**src/rtl/inst_queue_if.sv**
```systemverilog
// Fetch/decoder handshake bundle for the instruction queue.
// master = fetch/decoder/ROB side, slave = the queue itself.
interface inst_queue_if #(
    parameter int DEPTH = 8
);
    localparam int CNT_W = $clog2(DEPTH) + 1;

    logic              enq_valid;
    logic [31:0]       enq_pc;
    logic [31:0]       enq_inst;
    logic              enq_rdy;
    logic              deq_valid;
    logic [31:0]       deq_pc;
    logic [31:0]       deq_inst;
    logic [63:0]       deq_order;
    logic              deq_rdy;
    logic              flush;
    logic [63:0]       flush_order;
    logic [CNT_W-1:0]  count;

    modport master (
        output enq_valid, enq_pc, enq_inst, deq_rdy, flush, flush_order,
        input  enq_rdy, deq_valid, deq_pc, deq_inst, deq_order, count
    );

    modport slave (
        input  enq_valid, enq_pc, enq_inst, deq_rdy, flush, flush_order,
        output enq_rdy, deq_valid, deq_pc, deq_inst, deq_order, count
    );
endinterface

```
**src/rtl/inst_queue.sv**
```systemverilog
// Instruction queue between fetch and decode: circular FIFO of {pc, inst}
// with program-order tagging on dequeue and single-cycle flush.
module inst_queue #(
    parameter int DEPTH = 8
) (
    input  logic        clk,
    input  logic        rst,
    inst_queue_if.slave q
);
    localparam int IDX_W = $clog2(DEPTH);
    localparam logic [IDX_W:0] PTR_ONE = {{IDX_W{1'b0}}, 1'b1};

    // Pointers carry an extra wrap bit so full and empty are distinguishable.
    logic [IDX_W:0]   head;
    logic [IDX_W:0]   tail;
    logic [IDX_W-1:0] head_idx;
    logic [IDX_W-1:0] tail_idx;
    logic [31:0]      pc_mem   [DEPTH];
    logic [31:0]      inst_mem [DEPTH];
    logic [63:0]      order;
    logic             empty;
    logic             full;
    logic             enq_fire;
    logic             deq_fire;

    assign head_idx = head[IDX_W-1:0];
    assign tail_idx = tail[IDX_W-1:0];
    assign empty    = (head == tail);
    assign full     = (head_idx == tail_idx) && (head[IDX_W] != tail[IDX_W]);

    // Flush gates both handshakes so nothing moves in the flush cycle.
    // A full queue refuses enqueue even if a dequeue happens the same cycle.
    assign q.enq_rdy   = !full && !q.flush;
    assign q.deq_valid = !empty && !q.flush;
    assign enq_fire    = q.enq_valid && q.enq_rdy;
    assign deq_fire    = q.deq_valid && q.deq_rdy;

    // Head entry is read straight from storage; a fresh enqueue is never bypassed.
    assign q.deq_pc    = pc_mem[head_idx];
    assign q.deq_inst  = inst_mem[head_idx];
    assign q.deq_order = order;
    assign q.count     = tail - head;

    // Entry storage: cleared on reset so the outputs are defined before any enqueue.
    always_ff @(posedge clk or negedge rst) begin
        if (!rst) begin
            for (int i = 0; i < DEPTH; i++) begin
                pc_mem[i]   <= '0;
                inst_mem[i] <= '0;
            end
        end else if (enq_fire) begin
            pc_mem[tail_idx]   <= q.enq_pc;
            inst_mem[tail_idx] <= q.enq_inst;
        end
    end

    // Pointer and order-counter update; flush overrides any traffic.
    always_ff @(posedge clk or negedge rst) begin
        if (!rst) begin
            head  <= '0;
            tail  <= '0;
            order <= '0;
        end else if (q.flush) begin
            head  <= '0;
            tail  <= '0;
            order <= q.flush_order;
        end else begin
            if (enq_fire) begin
                tail <= tail + PTR_ONE;
            end
            if (deq_fire) begin
                head  <= head + PTR_ONE;
                order <= order + 64'd1;
            end
        end
    end
endmodule

```
**src/flat_wrapper.sv**
```systemverilog
// flat-port wrapper written by rule: the top's interface ports become plain ports
module inst_queue_flat 
#(
    parameter int DEPTH = 8
)
  (clk, rst, q_enq_valid, q_enq_pc, q_enq_inst, q_deq_rdy, q_flush, q_flush_order, q_enq_rdy, q_deq_valid, q_deq_pc, q_deq_inst, q_deq_order, q_count);
  inst_queue_if #(.DEPTH(DEPTH)) q_i ();
  input  logic clk;
  input  logic rst;
  input wire logic [$bits(q_i.enq_valid)-1:0] q_enq_valid;
  input wire logic [$bits(q_i.enq_pc)-1:0] q_enq_pc;
  input wire logic [$bits(q_i.enq_inst)-1:0] q_enq_inst;
  input wire logic [$bits(q_i.deq_rdy)-1:0] q_deq_rdy;
  input wire logic [$bits(q_i.flush)-1:0] q_flush;
  input wire logic [$bits(q_i.flush_order)-1:0] q_flush_order;
  output wire logic [$bits(q_i.enq_rdy)-1:0] q_enq_rdy;
  output wire logic [$bits(q_i.deq_valid)-1:0] q_deq_valid;
  output wire logic [$bits(q_i.deq_pc)-1:0] q_deq_pc;
  output wire logic [$bits(q_i.deq_inst)-1:0] q_deq_inst;
  output wire logic [$bits(q_i.deq_order)-1:0] q_deq_order;
  output wire logic [$bits(q_i.count)-1:0] q_count;
  assign q_i.enq_valid = q_enq_valid;
  assign q_i.enq_pc = q_enq_pc;
  assign q_i.enq_inst = q_enq_inst;
  assign q_i.deq_rdy = q_deq_rdy;
  assign q_i.flush = q_flush;
  assign q_i.flush_order = q_flush_order;
  assign q_enq_rdy = q_i.enq_rdy;
  assign q_deq_valid = q_i.deq_valid;
  assign q_deq_pc = q_i.deq_pc;
  assign q_deq_inst = q_i.deq_inst;
  assign q_deq_order = q_i.deq_order;
  assign q_count = q_i.count;
  inst_queue #(.DEPTH(DEPTH)) u_core (.clk(clk), .rst(rst), .q(q_i));
endmodule
```
**config.mk**
```make
export PLATFORM = sky130hd
export DESIGN_NAME = inst_queue_flat
export DESIGN_NICKNAME = d
export VERILOG_FILES = /design/src/rtl/inst_queue_if.sv /design/src/rtl/inst_queue.sv /design/src/flat_wrapper.sv
export SDC_FILE = /design/constraint.sdc
export NUM_CORES = 1
export LEC_CHECK = 0
export CAP_MARGIN = 25
export CELL_PAD_IN_SITES_DETAIL_PLACEMENT = 1
export CELL_PAD_IN_SITES_GLOBAL_PLACEMENT = 1
export CORE_MARGIN = 1.5
export CORE_UTILIZATION = 43
export DETAILED_ROUTE_END_ITERATION = 6
export GPL_ROUTABILITY_DRIVEN = 0
export PLACE_DENSITY_LB_ADDON = 0.1
export SLEW_MARGIN = 15
export SYNTH_ARGS = -nofsm -noshare
export SYNTH_HDL_FRONTEND = slang
export SYNTH_SLANG_ARGS = --single-unit
```
**constraint.sdc**
```tcl
create_clock -name clk -period 3.8 [get_ports clk]
set_input_delay 0.57 -clock clk [delete_from_list [all_inputs] [get_ports clk]]
set_output_delay 0.57 -clock clk [all_outputs]
set_load 0.1 [all_outputs]
```
==> results.md <==
* Status: finished, violations left
* Failing checks: negative hold slack
* Req. time, crit path at 3230 ps
* Gr usage total at 23.78%
* CTS root buf: clkbuf_16
* Die X at 253.4 um
* Via count at 17,380
* First-pass GRT wire length at 117,000 um
* Vias/cell at 5.599
* Peak supply drop at 0.4360 mV
* Min-delay worst type: in2async
* Relative slew slack at 26.14%
* Logic pwr share at 34.4%
* Flop pwr share at a little under two fifths
* Internal cell power at approximately 13 mW
* Fin. Hold Viols at 4
* Drt pass-1 iters at 4
* Die footprint at 64,210 um2
* Fraction of layout instances using a drive strength above 1 at 38.35%
* Tmin final at 3433 ps
* Area grow syn2layout at 21.34%
* Fill count at 6,081
* Switching Fraction at 37.29%
* CTS H-Tree Depth at 3
* CTS buffer count at 67
* DPL Wire Length at 44,790 um
* CTS Hold Bufs at 0
* Commonest non-fill, non-tap cell in the layout: dfrtp_1
* Worst Max-Slew Pin Slew at 1104 ps
* Critical Path AT at 2860 ps
* Count of flip-flops with a built-in enable after synthesis at 0
* Die Y at approximately 250 um
* Setup crit start kind: flop
* Final Setup Violations at 0
* Vias in the first global route at between 15,000 and 20,000
* Deepest clock path buffer count at 3
* Pin count of the biggest net entering global routing at 132
* #FFs+latches synth at 584
* Buffers on Ports at approximately 270
* Number of max-cap violations at 0
* Fmax at just under 0.3 GHz
* Seq/Total Area, Yosys at 54.21%
* Synth Cell Area at 26,960 um2
* Syn nets at 2,105
* Crit Path Class: reg2out
* Avg WL per Cell at between 20 and 25 um
* Syn_area_per_cell at 13.72 um2
* Share of the synthesized area in the top cell type at between 50% and 60%
* Initial antenna violation count at 10
* Grt total ovfl at 0
* Initial Utilization at 43.61%
* Clock latency on the worst-skew pair at 590 ps
* Top post-synthesis cells by area: dfrtp_1 (54%), mux2_2 (21%), mux4_2 (11%)
* Final Max Tran Viols at 0
* Post-Synthesis Cells at roughly 2,000
* Clk pwr share at 28.3%
* Crit. End Element: primary output
* Commonest non-fill, non-tap cells in the layout: dfrtp_1 (581), mux2_2 (514), nand2_1 (254), clkdlybuf4s50_1 (193), mux4_2 (128)
* Number of routed nets with antenna violations at 0
* # placed instances at 2,985
* Net switching power at 7.966 mW
* Detailed-route DRC error count at 0
* CTS sink cnt at 584
* Synth unique cells at 43
* Layout Cells excl Fill at approximately 3,100
* Share of flip-flops with an asynchronous set or reset at between 90% and 100%
* Leakage at 14.46 nW
* Reg2reg setup slack at approximately 560 ps
* Site Rows at 91
* DR iter-0 viols at 873
* CP startpoint: u_core.head[0]
* WHS at -24.29 ps
* Post-CTS setup repair buffer count at 0
* RSZ-0062 raised after global routing: false
* Final period util at 90.34%
* Total Wirelength at approximately 74,000 um
* Pwr Total at 21.36 mW
* Power density over the cells at between 600 and 700 nW/um2
* Nets at 2,358
* IO Count at 267
* PostCTS Resize Cnt at 0
* Dominant synthesized flop cell: dfrtp_1
* Clock Skew at between 15 and 20 ps
* Worst Path Max Fanout at 32
* Clock slew at reported path FFs at about 60 ps
* Post-synth top area cell: dfrtp_1
* TritonCTS clock tree: yes
* Final Util at 52.91%
* Worst r2r src: u_core.tail[0]
* CORE AREA at roughly 62,000 um2
* Yosys Warn Count at 0
## power groups by stage
stage          Sequential, mW  Clock [mW]  Combinational [mW]
3_5_place_dp             8.07           0                7.44
6_report                 7.97        6.04                7.35
5_1_grt                  8.12        6.44                7.74
3_3_place_gp             7.97           0                7.33
2_1_floorplan            8.31           0                5.21
4_1_cts                  7.96        6.22                7.46
## layout make-up
class / count / area [um2] / area share, %
flip-flops and latches: 584 / 14620 / 44.70
multi-input cells: 1238 / 11860 / 36.25
repair buffers: 309 / 3094 / 9.459
clock buffers: 100 / 1911 / 5.841
well taps: 837 / 1047 / 3.201
clock inverters: 12 / 96.34 / 0.2945
inverters: 18 / 68.82 / 0.2104
diodes: 6 / 15.01 / 0.04590
## state kept, by name, indices dropped and copies added (netlist names)
name / count
u_core.tail: 4
u_core.head: 4
u_core.pc_mem: 256
u_core.inst_mem: 256
u_core.q.deq_order: 64
## layer usage
layer | track usage (%) | up-vias | routed length (um)
met2 | 40.33 | 285 | 37110
met1 | 30.83 | 9260 | 31750
met4 | 7.083 | 10 | 1725
met5 | 0 | - | 57
met3 | 4.677 | 122 | 3536
li1 | - | 7701 | -
## logic make-up after synthesis
logic type      synth area share [%]
compound gates                 2.399
xor+xnor                       1.397
fa+ha+maj                     0.3527
buf+inv                        2.028
flops                          54.21
mux                            32.20
simple gates                   7.416
## synthesized netlist by cell type, types with 2 or more instances
| cell type | n |
|---|---|
| and3_1 | 8 |
| a21oi_1 | 5 |
| ha_1 | 6 |
| buf_2 | 8 |
| or3_1 | 9 |
| nand2b_1 | 3 |
| or3_2 | 3 |
| buf_1 | 14 |
| nand3_1 | 30 |
| nor4_1 | 17 |
| nor3_1 | 10 |
| mux4_2 | 128 |
| clkbuf_1 | 103 |
| xor2_1 | 9 |
| o31ai_1 | 20 |
| nand2_1 | 255 |
| mux2_2 | 514 |
| o2111ai_1 | 2 |
| xnor2_1 | 34 |
| o21ai_0 | 42 |
| nand4_1 | 21 |
| or4_1 | 23 |
| a31oi_1 | 27 |
| nor2_1 | 50 |
| dfrtp_1 | 584 |
| and4_1 | 2 |
| nor4b_1 | 2 |
| o31a_1 | 4 |
| inv_1 | 18 |
## critical path, cell delays in order, from the launching register on
cell	delay, ps
dfrtp_4	440
buf_6	400
buf_4	440
mux4_2	570
nand2_1	80
nand2_1	80
buf_4	230
## final timing paths
path                                          end  cells past startpoint
hold reg to reg              u_core.inst_mem[164]                      1
min in group clk             u_core.inst_mem[164]                      1
setup / recovery                   q_deq_inst[16]                      6
setup reg to reg           u_core.q.deq_order[44]                      7
max in group asynchronous    u_core.inst_mem[185]                      3
hold / removal             u_core.q.deq_order[43]                      1
## stage by stage
step / TNS [ps] / cell area, um2 / hold WS [ps] / setup slack, ps
final: 0 / 32710 / -24.29 / 367.0
after global routing: 0 / 32710 / 27.12 / 154.6
after floorplan: -8.189 / 26960 / 274.4 / -8.189
after CTS: 0 / 32680 / 49.89 / 83.62
after detailed placement: 0 / 30670 / 488.5 / 584.4
after global placement: 0 / 30670 / 481.1 / 717.8
Power figures use the tool's default switching activity.
==> edit 1: new RTL, same flow settings <==
Register the output `q.count`, without a reset; this adds one clock of latency there.
--- a/src/rtl/inst_queue.sv
+++ b/src/rtl/inst_queue.sv
@@ -41,3 +41,5 @@
     assign q.deq_order = order;
-    assign q.count     = tail - head;
+    always_ff @(posedge clk) begin
+        q.count <= tail - head;
+    end
 
Formal check against the unedited RTL: not equivalent (a bounded check fails within 4 cycles, from zero or initial values and one cycle with rst low).
==> edit 1 against the original RTL <==
The run still ends with negative hold slack left. Cell area up 2.1%. Sequential cell count up 4. Total power up 2.7%. Sequential share of layout area down 0.68 points. Setup slack better by 0.075 ns. Global-route usage up 0.087 points. Synthesized area up 2.4%. Wire length up 3.8%. Largest cell class unchanged.
==> edit 1: results (changes against the original RTL) <==
The via-per-instance ratio was 5.70 (was 5.60); the final worst clock skew was 0.0175 ns (was 0.0182 ns). The capture point of the worst path is q_deq_inst[25] (was q_deq_inst[16]). The tools report the critical path launch point as u_core.head[2] (was u_core.head[0]). Worst voltage drop across the vdd grid: 569 uV (was 436 uV). The tools report the met1 layer wirelength in the final routing as 34600 um (was 31800 um). The aggregate routed wire length was 77000 um (was 74200 um).

The setup slack of the most critical reg-to-reg path came out at 0.60 ns (was 0.56 ns). The adder-cell share of the synthesized area is 0.00344 (was 0.00353). The post-synth net total is 2146 (was 2105), and the met2 wirelength from detailed routing is 37900 um (was 37100 um). Number of antenna violations at the first check in global routing: 9 (was 10).

The run gives 0.239 (was 0.238) as the total track usage. The number of global-route vias before repair is 19961 (was 19339), and the fraction of layout instances using a drive strength above 1 is 0.371 (was 0.383). The multiplexer area fraction after synthesis is 0.323 (was 0.322), and the met3 layer usage reported by global route is 0.0435 (was 0.0468). The fraction of power spent switching nets was 0.372 (was 0.373). The logs give 2403 (was 2358) for the final layout net count and 5 (was 4) for the total count of hold-check failures in the final report. Worst hold slack: -0.0162 ns (was -0.0243 ns).

The normalized max-slew margin is 0.269 (was 0.261). The total setup buffers inserted after CTS is 0 (unchanged). The fraction of synthesis flops using an asynchronous set or reset pin is 0.993 (was 1.00), and the initial detailed-routing violation count is 823 (was 873). The tools report the fill cell total of the finished layout as 6222 (was 6081). Violations in the final reports: negative hold slack (unchanged). The clock distribution power came out at 6390 uW (was 6040 uW). The unique cell type count in the Yosys netlist came out at 61 (was 43).

The met1 routing resource usage after global routing is 0.325 (was 0.308), and the count of buffers inserted at the top-level ports is 266 (unchanged). The xor/xnor share of the synthesized area is 0.00444 (was 0.0140). The depth of the worst register-to-register path was 8 (was 7); the sequential cell area fraction in the yosys report was 0.532 (was 0.542). The wire length of the first global-routing pass is 122000 um (was 117000 um), and the worst slack at placement is 0.595 ns (was 0.584 ns).

The placed wire-length estimate after detailed placement was 46300 um (was 44800 um). The run finished, with violations left. Worst-path maximum fanout: 41 (was 32). The cell leakage power is 0.0150 uW (was 0.0145 uW), and the detailed-routing iteration count for the pre-antenna-repair pass is 5 (was 4).
==> edit 1: cell count changes after synthesis, moves of 15 or more <==
| cell | delta |
|---|---|
| sky130_fd_sc_hd__mux2_2 | -72 |
| sky130_fd_sc_hd__mux2_4 | +60 |
| sky130_fd_sc_hd__clkbuf_1 | -49 |
| sky130_fd_sc_hd__buf_2 | +47 |
| sky130_fd_sc_hd__nand2_1 | +39 |
| sky130_fd_sc_hd__a31oi_1 | -25 |
| sky130_fd_sc_hd__xnor2_1 | -25 |
| sky130_fd_sc_hd__o211ai_1 | +23 |
| sky130_fd_sc_hd__o311ai_0 | +19 |
| sky130_fd_sc_hd__or4_1 | -19 |
| sky130_fd_sc_hd__nand3_1 | +18 |
| sky130_fd_sc_hd__o31ai_1 | -18 |
| sky130_fd_sc_hd__nor2_1 | -16 |
| sky130_fd_sc_hd__nor3_1 | +15 |
==> edit 1: critical path, stage by stage, from the launching register on <==
cell and delay (ns):
sky130_fd_sc_hd__dfrtp_2 0.40, sky130_fd_sc_hd__inv_2 0.06, sky130_fd_sc_hd__buf_4 0.38, sky130_fd_sc_hd__buf_4 0.67, sky130_fd_sc_hd__nand2_1 0.11, sky130_fd_sc_hd__nand2_1 0.21
sky130_fd_sc_hd__buf_4 0.33
==> edit 1: through the flow <==
stage | cells | area, um^2
6_report | 3161 | 33400
5_1_grt | 3161 | 33400
4_1_cts | 3157 | 33400
3_5_place_dp | 3039 | 31200
3_3_place_gp | 3039 | 31200
2_1_floorplan | 2006 | 27600
==> edit 1: cell type report <==
type                            instances  share of cell area
Tap cell                              846              0.0317
Inverter                               11             0.00124
Timing Repair Buffer                  309              0.0925
Clock buffer                          103              0.0595
Sequential cell                       588               0.440
Clock inverter                         15             0.00483
Antenna cell                            3            0.000225
Multi-Input combinational cell       1286               0.370
==> edit 2: new RTL, same settings <==
Made on the original files. `DEPTH` is set to 8 in 3 places; all go to 16.
--- a/src/rtl/inst_queue_if.sv
+++ b/src/rtl/inst_queue_if.sv
@@ -3,3 +3,3 @@
 interface inst_queue_if #(
-    parameter int DEPTH = 8
+    parameter int DEPTH = 16
 );
--- a/src/rtl/inst_queue.sv
+++ b/src/rtl/inst_queue.sv
@@ -3,3 +3,3 @@
 module inst_queue #(
-    parameter int DEPTH = 8
+    parameter int DEPTH = 16
 ) (
--- a/src/flat_wrapper.sv
+++ b/src/flat_wrapper.sv
@@ -3,3 +3,3 @@
 #(
-    parameter int DEPTH = 8
+    parameter int DEPTH = 16
 )
Interface: changed (resized q_count); port bits go from 267 to 268. The function was not compared with the original's and may differ.
==> edit 2 against the original RTL <==
Critical path type unchanged. Setup slack worse by 0.24 ns. Clock skew is 0.0019 ns lower. Synthesized area is 86% higher. Via count is 67% higher. Largest power group unchanged. Combinational power is 24% higher. Sequential cell count is 514 higher. Total power is 62% higher. Sequential power is 68% higher. Largest cell class unchanged. Wire length is 84% higher. Cell area is 82% higher.
==> edit 2: results (changes against the original RTL) <==
The flow ran to the end, and the final reports show no timing, DRC or antenna violations. The utilization after layout was 0.513 (was 0.529); the total track usage was 0.236 (was 0.238). For the final worst clock skew, the log shows 0.0163 ns (was 0.0182 ns). The logs give 0.70 ns (was 0.59 ns) for the insertion delay to the later sink of the worst-skew pair and 0.390 (was 0.403) for the fraction of met2 tracks used by global routing.

Largest net degree at the start of global routing: 178 (was 132). The placed wire-length estimate after detailed placement was 79700 um (was 44800 um); the initial detailed-routing violation count was 1383 (was 873). Wire length of the first global-routing pass: 211000 um (was 117000 um).

The detailed-routing iteration count for the pre-antenna-repair pass was 5 (was 4); the slew at the pin closest to its max-slew limit was 1.09 ns (was 1.10 ns). The tools report the met3 layer usage reported by global route as 0.0391 (was 0.0468). The tools report the final layout net count as 3507 (was 2358).

The worst voltage drop across the vdd grid is 410 uV (was 436 uV). The overall via count from detail_route came out at 28953 (was 17378). The fill cell total of the finished layout came out at 10697 (was 6081). For the sequential cell area fraction in the yosys report, the log shows 0.548 (was 0.542). The post-synth net total is 3294 (was 2105), and the number of instances in the synthesized netlist is 3150 (was 1965). The tools report the unique cell type count in the Yosys netlist as 49 (was 43). The detail-routed net length per standard cell was 27.3 um (was 23.9 um). The tools report the aggregate routed wire length as 136000 um (was 74200 um). The worst-path maximum fanout is 110 (was 32), and the number of antenna violations at the first check in global routing is 12 (was 10). The total CTS buffers was 121 (was 67). The tools report the cell leakage power as 0.0265 uW (was 0.0145 uW). The tools report the area of placed instances as 55300 um^2 (was 30700 um^2). The post-placement cell count was 4763 (was 2985). Count of buffers inserted at the top-level ports: 267 (was 266). The number of global-route vias before repair came out at 33634 (was 19339).
## edit 2: changes by cell type after synthesis, moves of 14 or more
cell,unedited run,this run
sky130_fd_sc_hd__nand2_1,255,69
sky130_fd_sc_hd__buf_2,8,128
sky130_fd_sc_hd__mux4_2,128,320
sky130_fd_sc_hd__mux2_2,514,1009
sky130_fd_sc_hd__xor2_1,9,23
sky130_fd_sc_hd__dfrtp_1,584,1098
sky130_fd_sc_hd__mux2_1,0,17
sky130_fd_sc_hd__clkbuf_1,103,124
## edit 2: stage by stage
step	total power, uW	setup slack, ns	hold WS, ns
floorplan	19600	0.0303	0.274
global placement	22500	0.658	0.463
detailed placement	22800	0.554	0.475
CTS	35100	0.0313	0.349
global route	36000	-0.0101	0.406
finish	34600	0.127	0.396
## edit 2: worst paths after layout
kind                                     from              endpoint  slack [ns]
hold reg to reg            u_core.pc_mem[509]    u_core.pc_mem[509]        0.48
max in group asynchronous                 rst  u_core.inst_mem[284]        1.95
hold / removal                            rst  u_core.inst_mem[231]        0.40
setup reg to reg               u_core.tail[2]    u_core.pc_mem[446]        0.56
min in group clk                      q_flush        u_core.tail[1]        0.41
setup / recovery               u_core.head[1]        q_deq_inst[24]        0.13
## edit 2: layout make-up
class                           count  area share
Antenna cell                        7    0.000295
Multi-Input combinational cell   1774       0.362
Inverter                           15     0.00103
Timing Repair Buffer              353      0.0731
Clock buffer                      184      0.0610
Tap cell                         1524      0.0321
Sequential cell                  1098       0.462
Clock inverter                     37     0.00867
## edit 2: cells by family (layout without fill, tap and decap cells)
group	Yosys count	in the layout	share of synthesized area
adders and majority gates	11	11	0.00290
and+or+nand+nor	267	267	0.0295
muxes	1348	1348	0.375
xor gates and xnor gates	46	46	0.00819
other	0	7	0
buffers and inverters	278	589	0.0240
AOI/OAI and AO/OA	102	102	0.0123
DFF	1098	1098	0.548
## edit 2: per-layer routing
layer,part of all wire,routed length (um)
met1,0.43,58900
met2,0.50,67600
met3,0.041,5630
met4,0.030,4130
met5,0.00051,69
## edit 2: worst max-delay path, cell delays in order (launching register included)
cell and delay, ns:
sky130_fd_sc_hd__dfrtp_4 0.52, sky130_fd_sc_hd__buf_16 0.52, sky130_fd_sc_hd__mux4_2 0.43, sky130_fd_sc_hd__mux4_2 0.59, sky130_fd_sc_hd__buf_12 0.21
## edit 2: timing repair
action | CTS | global route
endpoints found under the hold margin | 28 | 0
setup endpoints to repair | 2 | 3
gates resized for setup | 1 | 3
hold buffers | 1 | 0
buffers inserted | 0 | 0
pin swaps | 0 | 0
## edit 2: power breakdown
part,internal [uW],leakage [uW],total (uW),switching [uW]
registers,12800,0.0148,13400,658
clock network,7280,0.00205,12100,4830
logic,3560,0.00968,9080,5520
